[src/rtl/sdram_burst_data_pkg.sv]
`default_nettype none
// +--------------------------------------------------------------------------+
// | Module      : sdram_burst_data_pkg                                       |
// | Description : Shared constants for the SDRAM burst data path: write and  |
// |               read FSM state encodings, counter-width helper and the     |
// |               burst-length legality check.                               |
// | Revision    : 1.0 - initial release                                      |
// +--------------------------------------------------------------------------+
package sdram_burst_data_pkg;

    // Write-path FSM encoding
    localparam logic [1:0] c_w_collect = 2'd0;
    localparam logic [1:0] c_w_req     = 2'd1;
    localparam logic [1:0] c_w_sd      = 2'd2;

    // Read-path FSM encoding
    localparam logic [1:0] c_r_idle    = 2'd0;
    localparam logic [1:0] c_r_req     = 2'd1;
    localparam logic [1:0] c_r_sd      = 2'd2;
    localparam logic [1:0] c_r_out     = 2'd3;

    // Counters must be able to hold the value BL itself (read overflow detect),
    // hence one bit more than the index width.
    function automatic int cnt_width(input int bl);
        return $clog2(bl) + 1;
    endfunction

    function automatic bit bl_is_legal(input int bl);
        return (bl == 1) || (bl == 2) || (bl == 4) || (bl == 8);
    endfunction

endpackage
`default_nettype wire

[src/rtl/sdram_burst_data_buf.sv]
`default_nettype none
// +--------------------------------------------------------------------------+
// | Module      : sdram_burst_buf                                            |
// | Description : DEPTH x WIDTH register file, one synchronous write port and |
// |               one combinational read port. Contents are not reset.       |
// |   clk      in   clock                                                    |
// |   i_we     in   write enable                                             |
// |   i_waddr  in   write index (IW bits, out-of-range writes are ignored)   |
// |   i_wdata  in   write data                                               |
// |   i_raddr  in   read index (out-of-range reads return zero)              |
// |   o_rdata  out  read data                                                |
// | Revision    : 1.0 - initial release                                      |
// +--------------------------------------------------------------------------+
module sdram_burst_buf #(
    parameter int DEPTH = 4,
    parameter int WIDTH = 18,
    parameter int IW    = 3
) (
    input  logic             clk,
    input  logic             i_we,
    input  logic [IW-1:0]    i_waddr,
    input  logic [WIDTH-1:0] i_wdata,
    input  logic [IW-1:0]    i_raddr,
    output logic [WIDTH-1:0] o_rdata
);

    localparam int c_aw   = (DEPTH > 1) ? $clog2(DEPTH) : 1;
    localparam int c_rows = 1 << c_aw;

    logic [WIDTH-1:0] r_mem [c_rows];

    always_ff @(posedge clk) begin
        if (i_we && (i_waddr < IW'(DEPTH))) begin
            r_mem[i_waddr[c_aw-1:0]] <= i_wdata;
        end
    end

    // Index counters may legitimately sit at DEPTH; return zero there.
    assign o_rdata = (i_raddr < IW'(DEPTH)) ? r_mem[i_raddr[c_aw-1:0]] : '0;

endmodule
`default_nettype wire

[src/rtl/sdram_burst_data.sv]
`default_nettype none
// +--------------------------------------------------------------------------+
// | Module      : sdram_burst_data                                           |
// | Description : Data-path adapter between user write/read beat streams and |
// |               the SDRAM command controller. Gathers up to BL write beats |
// |               (with byte masks), requests a write and replays the burst  |
// |               to DQ; captures BL read beats and streams them out.        |
// |   user write : wr_data/wr_mask/wr_addr/wr_last, wr_valid/wr_ready        |
// |   user read  : rd_addr, rd_avalid/rd_aready; rd_data/rd_last,            |
// |                rd_valid/rd_ready                                         |
// |   controller : sys_wraddr/sys_rdaddr, sdram_wr_req/ack, wr_data_valid,   |
// |                sdram_data_o/dqm_o, wr_done, sdram_rd_req/ack,            |
// |                sdram_data_i(_valid), rd_done                             |
// |   status     : err_ovf (sticky read overflow / stray read beat)          |
// | Revision    : 1.0 - initial release                                      |
// +--------------------------------------------------------------------------+
module sdram_burst_data
    import sdram_burst_data_pkg::*;
#(
    parameter int DW = 16,
    parameter int AW = 22,
    parameter int BL = 4
) (
    input  logic              clk,
    input  logic              rst,
    input  logic [DW-1:0]     wr_data,
    input  logic [DW/8-1:0]   wr_mask,
    input  logic [AW-1:0]     wr_addr,
    input  logic              wr_last,
    input  logic              wr_valid,
    output logic              wr_ready,
    input  logic [AW-1:0]     rd_addr,
    input  logic              rd_avalid,
    output logic              rd_aready,
    output logic [DW-1:0]     rd_data,
    output logic              rd_last,
    output logic              rd_valid,
    input  logic              rd_ready,
    output logic [AW-1:0]     sys_wraddr,
    output logic [AW-1:0]     sys_rdaddr,
    output logic              sdram_wr_req,
    input  logic              sdram_wr_ack,
    input  logic              sdram_wr_data_valid,
    output logic [DW-1:0]     sdram_data_o,
    output logic [DW/8-1:0]   sdram_dqm_o,
    input  logic              sdram_wr_done,
    output logic              sdram_rd_req,
    input  logic              sdram_rd_ack,
    input  logic              sdram_data_i_valid,
    input  logic [DW-1:0]     sdram_data_i,
    input  logic              sdram_rd_done,
    output logic              err_ovf
);

    localparam int MW = DW / 8;
    localparam int CW = cnt_width(BL);
    localparam logic [CW-1:0] c_bl      = CW'(BL);
    localparam logic [CW-1:0] c_bl_last = CW'(BL - 1);

    generate
        if (!bl_is_legal(BL) || (DW % 8) != 0 || DW < 8) begin : g_param_check
            $error("sdram_burst_data: BL must be 1, 2, 4 or 8 and DW a multiple of 8");
        end
    endgenerate

    // ---------------------------------------------------------------- write path
    logic [1:0]       r_wstate, w_wstate_nxt;
    logic [CW-1:0]    r_wcnt;
    logic [CW-1:0]    r_wlen;   // beats actually gathered; later beats go out masked
    logic [CW-1:0]    r_ridx;
    logic             w_wbeat, w_wfinal;
    logic [DW+MW-1:0] w_wbuf_rd;

    assign w_wbeat  = wr_valid && (r_wstate == c_w_collect);
    assign w_wfinal = w_wbeat && (wr_last || (r_wcnt == c_bl_last));

    sdram_burst_buf #(.DEPTH(BL), .WIDTH(DW + MW), .IW(CW)) u_wbuf (
        .clk     (clk),
        .i_we    (w_wbeat),
        .i_waddr (r_wcnt),
        .i_wdata ({wr_mask, wr_data}),
        .i_raddr (r_ridx),
        .o_rdata (w_wbuf_rd)
    );

    always_comb begin
        w_wstate_nxt = r_wstate;
        wr_ready     = 1'b0;
        sdram_wr_req = 1'b0;
        sdram_data_o = '0;
        sdram_dqm_o  = '1;
        case (r_wstate)
            c_w_collect: begin
                wr_ready = 1'b1;
                if (w_wfinal) w_wstate_nxt = c_w_req;
            end
            c_w_req: begin
                sdram_wr_req = 1'b1;
                if (sdram_wr_ack) w_wstate_nxt = c_w_sd;
            end
            c_w_sd: begin
                sdram_data_o = w_wbuf_rd[DW-1:0];
                // Beats past the gathered length are padding: keep them masked.
                if (sdram_wr_data_valid && (r_ridx < r_wlen)) begin
                    sdram_dqm_o = w_wbuf_rd[DW +: MW];
                end
                if (sdram_wr_done) w_wstate_nxt = c_w_collect;
            end
            default: w_wstate_nxt = c_w_collect;
        endcase
    end

    always_ff @(posedge clk or posedge rst) begin
        if (rst) begin
            r_wstate   <= c_w_collect;
            r_wcnt     <= '0;
            r_wlen     <= '0;
            r_ridx     <= '0;
            sys_wraddr <= '0;
        end else begin
            r_wstate <= w_wstate_nxt;
            if (w_wbeat) begin
                r_wcnt <= r_wcnt + 1'b1;
                if (r_wcnt == '0) sys_wraddr <= wr_addr;
            end
            if (w_wfinal) r_wlen <= r_wcnt + 1'b1;
            if (r_wstate == c_w_sd) begin
                if (!sdram_wr_data_valid) begin
                    r_ridx <= '0;
                end else if (r_ridx != c_bl) begin
                    r_ridx <= r_ridx + 1'b1;
                end
                if (sdram_wr_done) begin
                    r_wcnt <= '0;
                    r_ridx <= '0;
                end
            end
        end
    end

    // ----------------------------------------------------------------- read path
    logic [1:0]    r_rstate, w_rstate_nxt;
    logic [CW-1:0] r_scnt;
    logic [CW-1:0] r_ocnt;
    logic          r_err;
    logic          w_rcap, w_rstray, w_rlast_hit;
    logic [DW-1:0] w_rbuf_rd;

    assign w_rcap      = sdram_data_i_valid && (r_rstate == c_r_sd) && (r_scnt != c_bl);
    assign w_rstray    = sdram_data_i_valid && !w_rcap;
    assign w_rlast_hit = (r_ocnt == c_bl_last);
    assign err_ovf     = r_err;

    sdram_burst_buf #(.DEPTH(BL), .WIDTH(DW), .IW(CW)) u_rbuf (
        .clk     (clk),
        .i_we    (w_rcap),
        .i_waddr (r_scnt),
        .i_wdata (sdram_data_i),
        .i_raddr (r_ocnt),
        .o_rdata (w_rbuf_rd)
    );

    always_comb begin
        w_rstate_nxt = r_rstate;
        rd_aready    = 1'b0;
        sdram_rd_req = 1'b0;
        rd_valid     = 1'b0;
        rd_data      = '0;
        rd_last      = 1'b0;
        case (r_rstate)
            c_r_idle: begin
                rd_aready = 1'b1;
                if (rd_avalid) w_rstate_nxt = c_r_req;
            end
            c_r_req: begin
                sdram_rd_req = 1'b1;
                if (sdram_rd_ack) w_rstate_nxt = c_r_sd;
            end
            c_r_sd: begin
                if (sdram_rd_done) w_rstate_nxt = c_r_out;
            end
            c_r_out: begin
                rd_valid = 1'b1;
                rd_data  = w_rbuf_rd;
                rd_last  = w_rlast_hit;
                if (rd_ready && w_rlast_hit) w_rstate_nxt = c_r_idle;
            end
            default: w_rstate_nxt = c_r_idle;
        endcase
    end

    always_ff @(posedge clk or posedge rst) begin
        if (rst) begin
            r_rstate   <= c_r_idle;
            r_scnt     <= '0;
            r_ocnt     <= '0;
            r_err      <= 1'b0;
            sys_rdaddr <= '0;
        end else begin
            r_rstate <= w_rstate_nxt;
            if ((r_rstate == c_r_idle) && rd_avalid) begin
                sys_rdaddr <= rd_addr;
                r_scnt     <= '0;
            end
            if (w_rcap) r_scnt <= r_scnt + 1'b1;
            // Either a beat past BL or a beat while no read is being captured.
            if (w_rstray) r_err <= 1'b1;
            if ((r_rstate == c_r_out) && rd_ready) begin
                r_ocnt <= w_rlast_hit ? '0 : r_ocnt + 1'b1;
            end
        end
    end

endmodule
`default_nettype wire

[config.mk]
export PLATFORM = sky130hd
export DESIGN_NAME = sdram_burst_data
export DESIGN_NICKNAME = d
export VERILOG_FILES = /design/src/rtl/sdram_burst_data_pkg.sv /design/src/rtl/sdram_burst_data_buf.sv /design/src/rtl/sdram_burst_data.sv
export SDC_FILE = /design/constraint.sdc
export NUM_CORES = 1
export LEC_CHECK = 0
export ABC_AREA = 1
export CORE_MARGIN = 8
export CORE_UTILIZATION = 55
export CTS_CLUSTER_DIAMETER = 120
export DETAILED_ROUTE_END_ITERATION = 8
export GPL_TIMING_DRIVEN = 0
export PLACE_DENSITY = 0.9
export SYNTH_ARGS = -nofsm -noshare
export SYNTH_HDL_FRONTEND = slang
export SYNTH_SLANG_ARGS = --single-unit
[constraint.sdc]
create_clock -name clk -period 5.3 [get_ports clk]
set_input_delay 0.795 -clock clk [delete_from_list [all_inputs] [get_ports clk]]
set_output_delay 0.795 -clock clk [all_outputs]
set_load 0.01 [all_outputs]
==> results of run 1 <==
==> metrics by stage <==
stage	util	hold WS [ps]	instances
global placement	0.685	446	1103
finish	0.729	464	1139
floorplan	-	477	741
global route	0.729	499	1139
detailed placement	0.690	447	1107
CTS	0.728	470	1139
==> kinds of logic after synthesis <==
family,after synthesis,synth area share
adder cells (fa/ha/maj),18,0.0272
AO/OA/AOI/OAI,85,0.0518
multiplexers,22,0.0299
flip-flops,200,0.686
AND/OR/NAND/NOR,345,0.163
buffers and inverters,71,0.0417
==> per-layer routing <==
metal	vias to the layer above	GRT usage	share of wire
li1	2849	-	-
met1	2905	0.237	0.37
met2	236	0.380	0.53
met3	40	0.0596	0.070
met4	0	0.107	0.030
met5	-	0	0
==> area by class of cell <==
type / instances / area (sq um) / share of cell area
buffer: 29 / 186 / 0.0171
clock buffer: 17 / 425 / 0.0390
clock inverter: 15 / 151 / 0.0139
inverter: 42 / 159 / 0.0146
multi-input combinational: 470 / 2270 / 0.208
sequential: 200 / 5690 / 0.521
tap: 188 / 235 / 0.0216
timing repair buffer: 178 / 1800 / 0.165
==> sequential cells by signal, indices dropped and copies added (netlist names) <==
signal / count
err_ovf: 1
r_ocnt: 3
r_ridx: 3
r_rstate: 2
r_scnt: 3
r_wcnt: 3
r_wlen: 3
r_wstate: 2
sys_rdaddr: 22
sys_wraddr: 22
u_rbuf.r_mem: 64
u_wbuf.r_mem: 72
==> path summary, 6_finish.rpt <==
check                                           end  slack (ps)  cells after the start         from
worst max-delay path                    rd_data[14]        1970                      5  r_rstate[0]
worst max register to register  u_wbuf.r_mem[2][13]        3070                      5  r_wstate[0]
max in group asynchronous             sys_wraddr[4]        3940                      3          rst
worst min-delay path                        err_ovf         460                      1      err_ovf
min in group asynchronous            sys_rdaddr[19]         750                      2          rst
worst min register to register              err_ovf         460                      1      err_ovf
==> critical path, stage by stage, from the launching register on <==
cell and delay [ps]:
dfrtp_1 420, ha_1 250, nand2_1 260, buf_2 300, a21oi_1 260, clkdlybuf4s50_1 590
==> power by group <==
| group | leakage, uW | internal, uW | switching [uW] |
|---|---|---|---|
| clock network | 0.000285 | 631 | 624 |
| logic | 0.00215 | 907 | 1100 |
| registers | 0.00201 | 1990 | 155 |
==> cells in the final DEF (no fill, tap or decap), types with 2 or more instances in the layout <==
master           count
nand2_1            243
inv_8                7
edfxtp_1           136
clkinv_2             2
o21ai_0             45
ha_1                18
buf_1                2
nor2_2               7
clkinv_4             2
clkbuf_1             2
buf_4               12
nand3_1             12
clkdlybuf4s50_1    174
nor2_4               2
o21ai_1              3
buf_6                3
dfrtp_1             64
inv_1               36
buf_8                2
nor3_1               3
inv_6                3
clkbuf_16           17
mux2_2              22
a21oi_1             35
nor2_1              75
inv_2                5
buf_2               10
==> impl_results.md, run 1 <==
- Run status: finished clean
- Initial antenna violation count: 0
- Fraction of layout cells with a size suffix above 1: 0.105
- Pleak: 0.00444 uW
- CTS Root Cell: clkbuf_16
- Post-DR wirelength/cell: roughly 18 microns
- Area growth, synth to finish: 31.7%
- Number of synthesized flops with an enable pin: 136
- Class of the most critical setup path: register to primary output
- Yosys reg bits: 200
- Worst-path clk slew: 80 ps
- Relative slew slack: 0.332
- Slew Viols, Final: 0
- Sink Count: 200
- RSZ-0062 raised after global routing: false
- Tot Pwr: around 5400 uW
- Synthesis warning total: 0
- HPWL after detailed placement: 14.4 mm
- DRT iter0 DRCs: 467
- Final WS setup: slightly below 2000 ps
- Nature of the critical path startpoint: register
- Post-Syn Nets: 849
- Worst vdd ir: between 0.0003 and 0.0004 V
- Crit-path max FO: 10
- P per Cell Area: 495 nW/um^2
- H-tree levels: 4
- Later-pin clock latency in the skew report: ~440 ps
- First-pass GRT wire length: 32.2 mm
- Nets: 1046
- Vias in the first global route: 6241
- Mapped Area: 8290 sq um
- Port Buffer Count: 174
- Full die area: 19300 sq um
- Seq/Total Area, Yosys: 0.686
- # diodes: 0
- Post-DP Area: 10300 sq um
- # fillers: 957
- Final WL: 20.5 mm
- MaxCap Viol Count: 0
- Final Skew: 9.28 ps
- Hold Buf Count CTS: 0
- Residual DRC: 0
- Via density: 5.29
- Detail Route Antenna Nets: 0
- Post-CTS setup buffers: 0
- Critical Path AT: 2530 ps
- Most area-hungry cell type in the Yosys netlist: edfxtp_1
- Vias: about 6000
- Number of distinct library cells after synthesis: 27
- Cts repair resizes: 0
- CP Capture Type: primary output
- Async S/R FF share, synth: 0.320
- Final setup violation count: 0
- Overall routing resource usage: 0.216
- Least-Margin Pin Slew: 1000 ps
- Largest net degree at the start of global routing: 39
- FMAX: between 0.3 and 0.4 GHz
- WP data required: 4510 ps
- Final period util: 0.627
- CORE AREA: ~15000 sq um
- Synth top area share: 0.493
- Final Wtd Congestion: 0.820
- I/O Pins: 175
- Starting Density: 0.553
- Fin crit period: 3330 ps
- Die Ht: between 100 and 150 microns
- Num CTS Buffers: 17
- Design area: 10900 sq um
- Grt total ovfl: 0
- Die W: between 100 and 150 microns
- TritonCTS clock tree: done
- FP Rows: 45
- Syn Inst Count: 741
- Setup Total Neg Slack: 0 ps
- Mapped Avg Cell Area: ~11 sq um
- Ranking of synthesized cells by area: edfxtp_1 49%, dfrtp_1 19%, nand2_1 11%, nor2_1 3.7%, mux2_2 3.0%
- Post-synth top cells: 243 x nand2_1, 136 x edfxtp_1, 81 x nor2_1
- Pre-CTS WS: 2180 ps
- Most numerous cell in the Yosys netlist: nand2_1
- Hold Path Class: register to register
- CTS Buffer Depth: 2
- DR pass1 iterations: 5
- Final hold vios: 0
- Synth Flop Type: edfxtp_1
No activity file was read; power rests on OpenSTA's default activity.
==> inputs of run 2 (changes only) <==
--- a/config.mk
+++ b/config.mk
@@ -7,11 +7,11 @@
 export LEC_CHECK = 0
 export ABC_AREA = 1
 export CORE_MARGIN = 8
-export CORE_UTILIZATION = 55
+export CORE_UTILIZATION = 46
 export CTS_CLUSTER_DIAMETER = 120
 export DETAILED_ROUTE_END_ITERATION = 8
 export GPL_TIMING_DRIVEN = 0
-export PLACE_DENSITY = 0.9
+export PLACE_DENSITY = 0.81
 export SYNTH_ARGS = -nofsm -noshare
 export SYNTH_HDL_FRONTEND = slang
 export SYNTH_SLANG_ARGS = --single-unit
==> constraint.sdc (replaced) <==
create_clock -name clk -period 3 [get_ports clk]
set_input_delay 0.45 -clock clk [delete_from_list [all_inputs] [get_ports clk]]
set_output_delay 0.45 -clock clk [all_outputs]
set_load 0.01 [all_outputs]
==> run 2 against run 1 <==
Net effect:
- combinational power rose by 76%
- count of clock-buffer cells in the layout is the same
- cell count grew 3.6%
- cell area is 0.95% higher
- die area increased by 17%
- wire length decreased by 3.2%
- clock skew grew 2.8 ps
==> impl_results.md, run 2 (synthesized netlist as in run 1, its figures left out) <==
- FP Rows: 49
- Commonest non-fill, non-tap cell in the layout: nand2_1
- RSZ-0062 raised after global routing: false
- Cts repair resizes: 0
- Run status: finished clean
- Class of the most critical setup path: register to primary output
- Post-CTS setup buffers: 0
- Largest register FFs: 72
- Final Wtd Congestion: 0.767
- I/O Pins: 175
- Hold Path Class: register to register
- Hold WS: 463 ps
- H-tree levels: 4
- HP Start: err_ovf
- CP delay by family, top: buffers and inverters
- CTS Buffer Depth: 2
- Pleak: 0.00446 uW
- Fin crit period: 2850 ps
- CP Capture Type: primary output
- CP bufs+invs: 2
- Initial antenna violation count: 1
- WP data required: 2550 ps
- Final hold vios: 0
- Area growth, synth to finish: 32.9%
- Grt total ovfl: 0
- Hold Buf Count CTS: 0
- Via density: 4.97
- Slew Viols, Final: 0
- Later-pin clock latency in the skew report: 430 ps
- Final setup violation count: 0
- Worst vdd ir: 0.000465 V
- Critical Path AT: about 2400 ps
- Nets: 1046
- Post-DR wirelength/cell: roughly 17 microns
- Critical R2R Launch: r_rstate[0]
- First-pass GRT wire length: roughly 31 mm
- Overall routing resource usage: 0.176
- Final Skew: 12.1 ps
- R2r setup slk: 870 ps
- Most frequent cells in the layout: 242 x nand2_1, 174 x clkdlybuf4s50_1, 136 x edfxtp_1, 74 x nor2_1, 64 x dfrtp_1
- Detail Route Antenna Nets: 0
- FMAX: 0.350 GHz
- Vias in the first global route: 5872
- Hold EP: err_ovf
- Least-Margin Pin Slew: 938 ps
- Pre-CTS WS: approximately 480 ps
- Final Util: 0.618
- Reg2reg path depth: 6
- CP max stage delay: 600 ps
- DRT iter0 DRCs: between 400 and 500
- Worst-path clk slew: 70 ps
- TritonCTS clock tree: done
- Sink Count: 200
- WHS Path Cells: 1
- HPWL after detailed placement: 13.9 mm
- # fillers: between 1000 and 1500
- P per Cell Area: 874 nW/um^2
- DR pass1 iterations: 8
- Crit-path max FO: 10
- Die Ht: 150 microns
- MaxCap Viol Count: 0
- Final period util: 0.951
- R2R Path End: u_rbuf.r_mem[0][11]
- Residual DRC: 0
- Final WL: 19.8 mm
- Num CTS Buffers: 17
- CORE AREA: ~18000 sq um
- Largest net degree at the start of global routing: 37
- CTS Root Cell: clkbuf_16
- Relative slew slack: 0.374
- Vias: 5869
- Nature of the critical path startpoint: register
- Full die area: 22600 sq um
- Port Buffer Count: 174
- Die W: 150 microns
- CP cell instances: ha_1, nand2_2, buf_2, a21oi_1, clkdlybuf4s50_1
- Worst path slowest cell: clkdlybuf4s50_1
- Final WS setup: 146 ps
- Fraction of layout cells with a size suffix above 1: 0.106
- Starting Density: 0.464
==> run 2: power by group <==
part / total, uW / switching, uW / internal (uW)
clock: 2340 / 1070 / 1270
sequential: 3770 / 259 / 3510
combinational: 3510 / 1900 / 1600
==> run 2: final cells by class <==
cell class / count / area (sq um) / area share
Sequential cell: 200 / 5690 / 0.516
Multi-Input combinational cell: 470 / 2280 / 0.207
Timing Repair Buffer: 178 / 1800 / 0.164
Clock buffer: 17 / 425 / 0.0386
Tap cell: 229 / 287 / 0.0260
Clock inverter: 14 / 191 / 0.0174
Buffer: 29 / 188 / 0.0170
Inverter: 42 / 159 / 0.0144
Antenna cell: 1 / 2.50 / 0.000227
==> run 2: how the worst max path moves through the flow <==
stage	depth (start not counted)	slack [ps]	to	start
detailed placement	6	480	u_wbuf.r_mem[1][9]	wr_valid
global route	5	40	rd_data[6]	r_rstate[0]
CTS	5	40	rd_data[6]	r_rstate[0]
finish	5	150	rd_data[6]	r_rstate[0]
floorplan	5	880	u_wbuf.r_mem[1][0]	r_wstate[0]
global placement	2	-230	r_wcnt[1]	rst
==> run 2: through the flow <==
stage	instance area [sq um]	TNS [ps]	instances	total power, uW
2_1_floorplan	8290	0	741	5680
3_3_place_gp	10300	-17350	1144	7200
3_5_place_dp	10400	0	1148	7340
4_1_cts	11000	0	1179	9690
5_1_grt	11000	0	1180	10200
6_report	11000	0	1180	9630
==> run 2: routing by layer <==
layer,part of all wire,track usage,vias up
met1,0.40,0.210,2787
met5,0,0,-
li1,-,-,2851
met2,0.51,0.303,209
met3,0.070,0.0493,22
met4,0.016,0.0595,0
==> inputs of run 3 (changes only) <==
--- a/config.mk
+++ b/config.mk
@@ -6,10 +6,11 @@
 export NUM_CORES = 1
 export LEC_CHECK = 0
 export ABC_AREA = 1
-export CORE_MARGIN = 8
+export CORE_MARGIN = 2
 export CORE_UTILIZATION = 46
 export CTS_CLUSTER_DIAMETER = 120
 export DETAILED_ROUTE_END_ITERATION = 8
+export GPL_ROUTABILITY_DRIVEN = 0
 export GPL_TIMING_DRIVEN = 0
 export PLACE_DENSITY = 0.81
 export SYNTH_ARGS = -nofsm -noshare
==> run 3 against run 2 <==
Net effect:
- global-route usage up 2.3 points
- highest routed layer unchanged
- sequential power about the same
- register-to-register slack about the same
- largest power group unchanged
- cell area down 0.22%
- total power down 0.95%
- non-clock buffer count up 1
- setup slack worse by 53 ps
- maximum frequency down 1.8%
==> impl_results.md, run 3 (synthesized netlist as in run 1, its figures left out) <==
- Post-DP Area: approximately 10000 sq um
- Final WL: about 19 mm
- Class of the most critical setup path: register to primary output
- Relative slew slack: 0.382
- Die Ht: around 140 microns
- Largest net degree at the start of global routing: 34
- Final Skew: 11.1 ps
- TritonCTS clock tree: done
- DRT iter0 DRCs: 384
- DR pass1 iterations: 5
- Port Buffer Count: 174
- Final setup violation count: 0
- Residual DRC: 0
- Via density: 5.02
- Starting Density: 0.464
- FMAX: 0.344 GHz
- R2R Path End: u_rbuf.r_mem[2][0]
- Area growth, synth to finish: 32.7%
- Initial antenna violation count: 1
- Sink Count: 200
- CORE AREA: around 18000 sq um
- Most frequent cells in the layout: 243 x nand2_1, 174 x clkdlybuf4s50_1, 136 x edfxtp_1, 75 x nor2_1, 64 x dfrtp_1
- Commonest non-fill, non-tap cell in the layout: nand2_1
- Later-pin clock latency in the skew report: 430 ps
- Least-Margin Pin Slew: 925 ps
- Final hold vios: 0
- # fillers: 1333
- Die W: 138 microns
- Hold Path Class: input port to async pin
- Critical R2R Launch: r_rstate[0]
- WP data required: between 2000 and 3000 ps
- Crit path from: r_rstate[0]
- CP Capture Type: primary output
- Final period util: 0.969
- Grt total ovfl: 0
- Worst vdd ir: 0.000463 V
- MaxCap Viol Count: 0
- Setup Total Neg Slack: 0 ps
- Run status: finished clean
- P per Cell Area: 867 nW/um^2
- Reg2reg path depth: 7
- Design area: 11000 sq um
- Num CTS Buffers: 17
- Post-CTS setup buffers: 0
- Max layer used: met4
- WL met3: 1.07 mm
- I/O Pins: 175
- Critical Path AT: about 2500 ps
- HPWL after detailed placement: 13.0 mm
- Pleak: between 0.004 and 0.005 uW
- Largest register FFs: 72
- CTS Root Cell: clkbuf_16
- First-pass GRT wire length: 29.9 mm
- RSZ-0062 raised after global routing: false
- CTS Buffer Depth: 2
- Worst-path clk slew: 80 ps
- Nature of the critical path startpoint: register
- Fraction of layout cells with a size suffix above 1: 0.105
- Fin crit period: 2910 ps
- Overall routing resource usage: 0.199
- Vias in the first global route: 5857
- H-tree levels: 4
- Post-DR wirelength/cell: 16.1 microns
- Vias: 5931
- FP Rows: 49
- Slew Viols, Final: 0
- R2r setup slk: 880 ps
- Nets: 1047
- Detail Route Antenna Nets: 0
- Crit-path max FO: 10
- M1 WL: just under 8 mm
- Cts repair resizes: 0
- Hold Buf Count CTS: 0
- Full die area: 19100 sq um
- Met2 WL: 9.46 mm
[run 3: metrics by stage]
step / util / power [uW] / hold slack (ps) / setup slack, ps / std cells
final: 0.616 / 9530 / 467 / 93.4 / 1182
after global routing: 0.616 / 10100 / 504 / 1.39 / 1182
after CTS: 0.616 / 9590 / 472 / 75.2 / 1181
after detailed placement: 0.583 / 7330 / 455 / 537 / 1149
after global placement: 0.578 / 7170 / 439 / -227 / 1144
after floorplan: - / 5680 / 477 / 879 / 741
[run 3: worst max-delay path by stage]
stage	end	slack (ps)	cells after the start
5_1_grt	rd_data[8]	1	5
4_1_cts	rd_data[8]	80	5
3_5_place_dp	u_wbuf.r_mem[1][10]	540	6
2_1_floorplan	u_wbuf.r_mem[1][0]	880	5
3_3_place_gp	r_wcnt[0]	-230	2
6_report	rd_data[8]	90	5
[run 3: metal layers]
layer  up-vias  GRT usage
met2       210      0.330
met4         0     0.0961
li1       2862          -
met3        40     0.0464
met1      2819      0.250
met5         -          0
[run 3: area by class of cell]
| type | count | area, sq um | area share |
|---|---|---|---|
| diodes | 1 | 2.50 | 0.000228 |
| inverters | 42 | 159 | 0.0145 |
| clock buffers | 18 | 429 | 0.0390 |
| well taps | 229 | 287 | 0.0261 |
| repair buffers | 179 | 1820 | 0.165 |
| clock inverters | 14 | 155 | 0.0141 |
| multi-input cells | 470 | 2270 | 0.207 |
| plain buffers | 29 | 186 | 0.0170 |
| flip-flops and latches | 200 | 5690 | 0.517 |
[run 3: where the power goes]
group	internal, uW	total, uW	switching, uW
clock network	1190	2260	1070
registers	3510	3770	261
logic	1610	3500	1890
[run 3: critical path, stage by stage (launching register included)]
cell	delay, ps
dfrtp_1	420
ha_1	240
nand2_1	250
buf_2	300
a21oi_1	220
clkdlybuf4s50_1	600
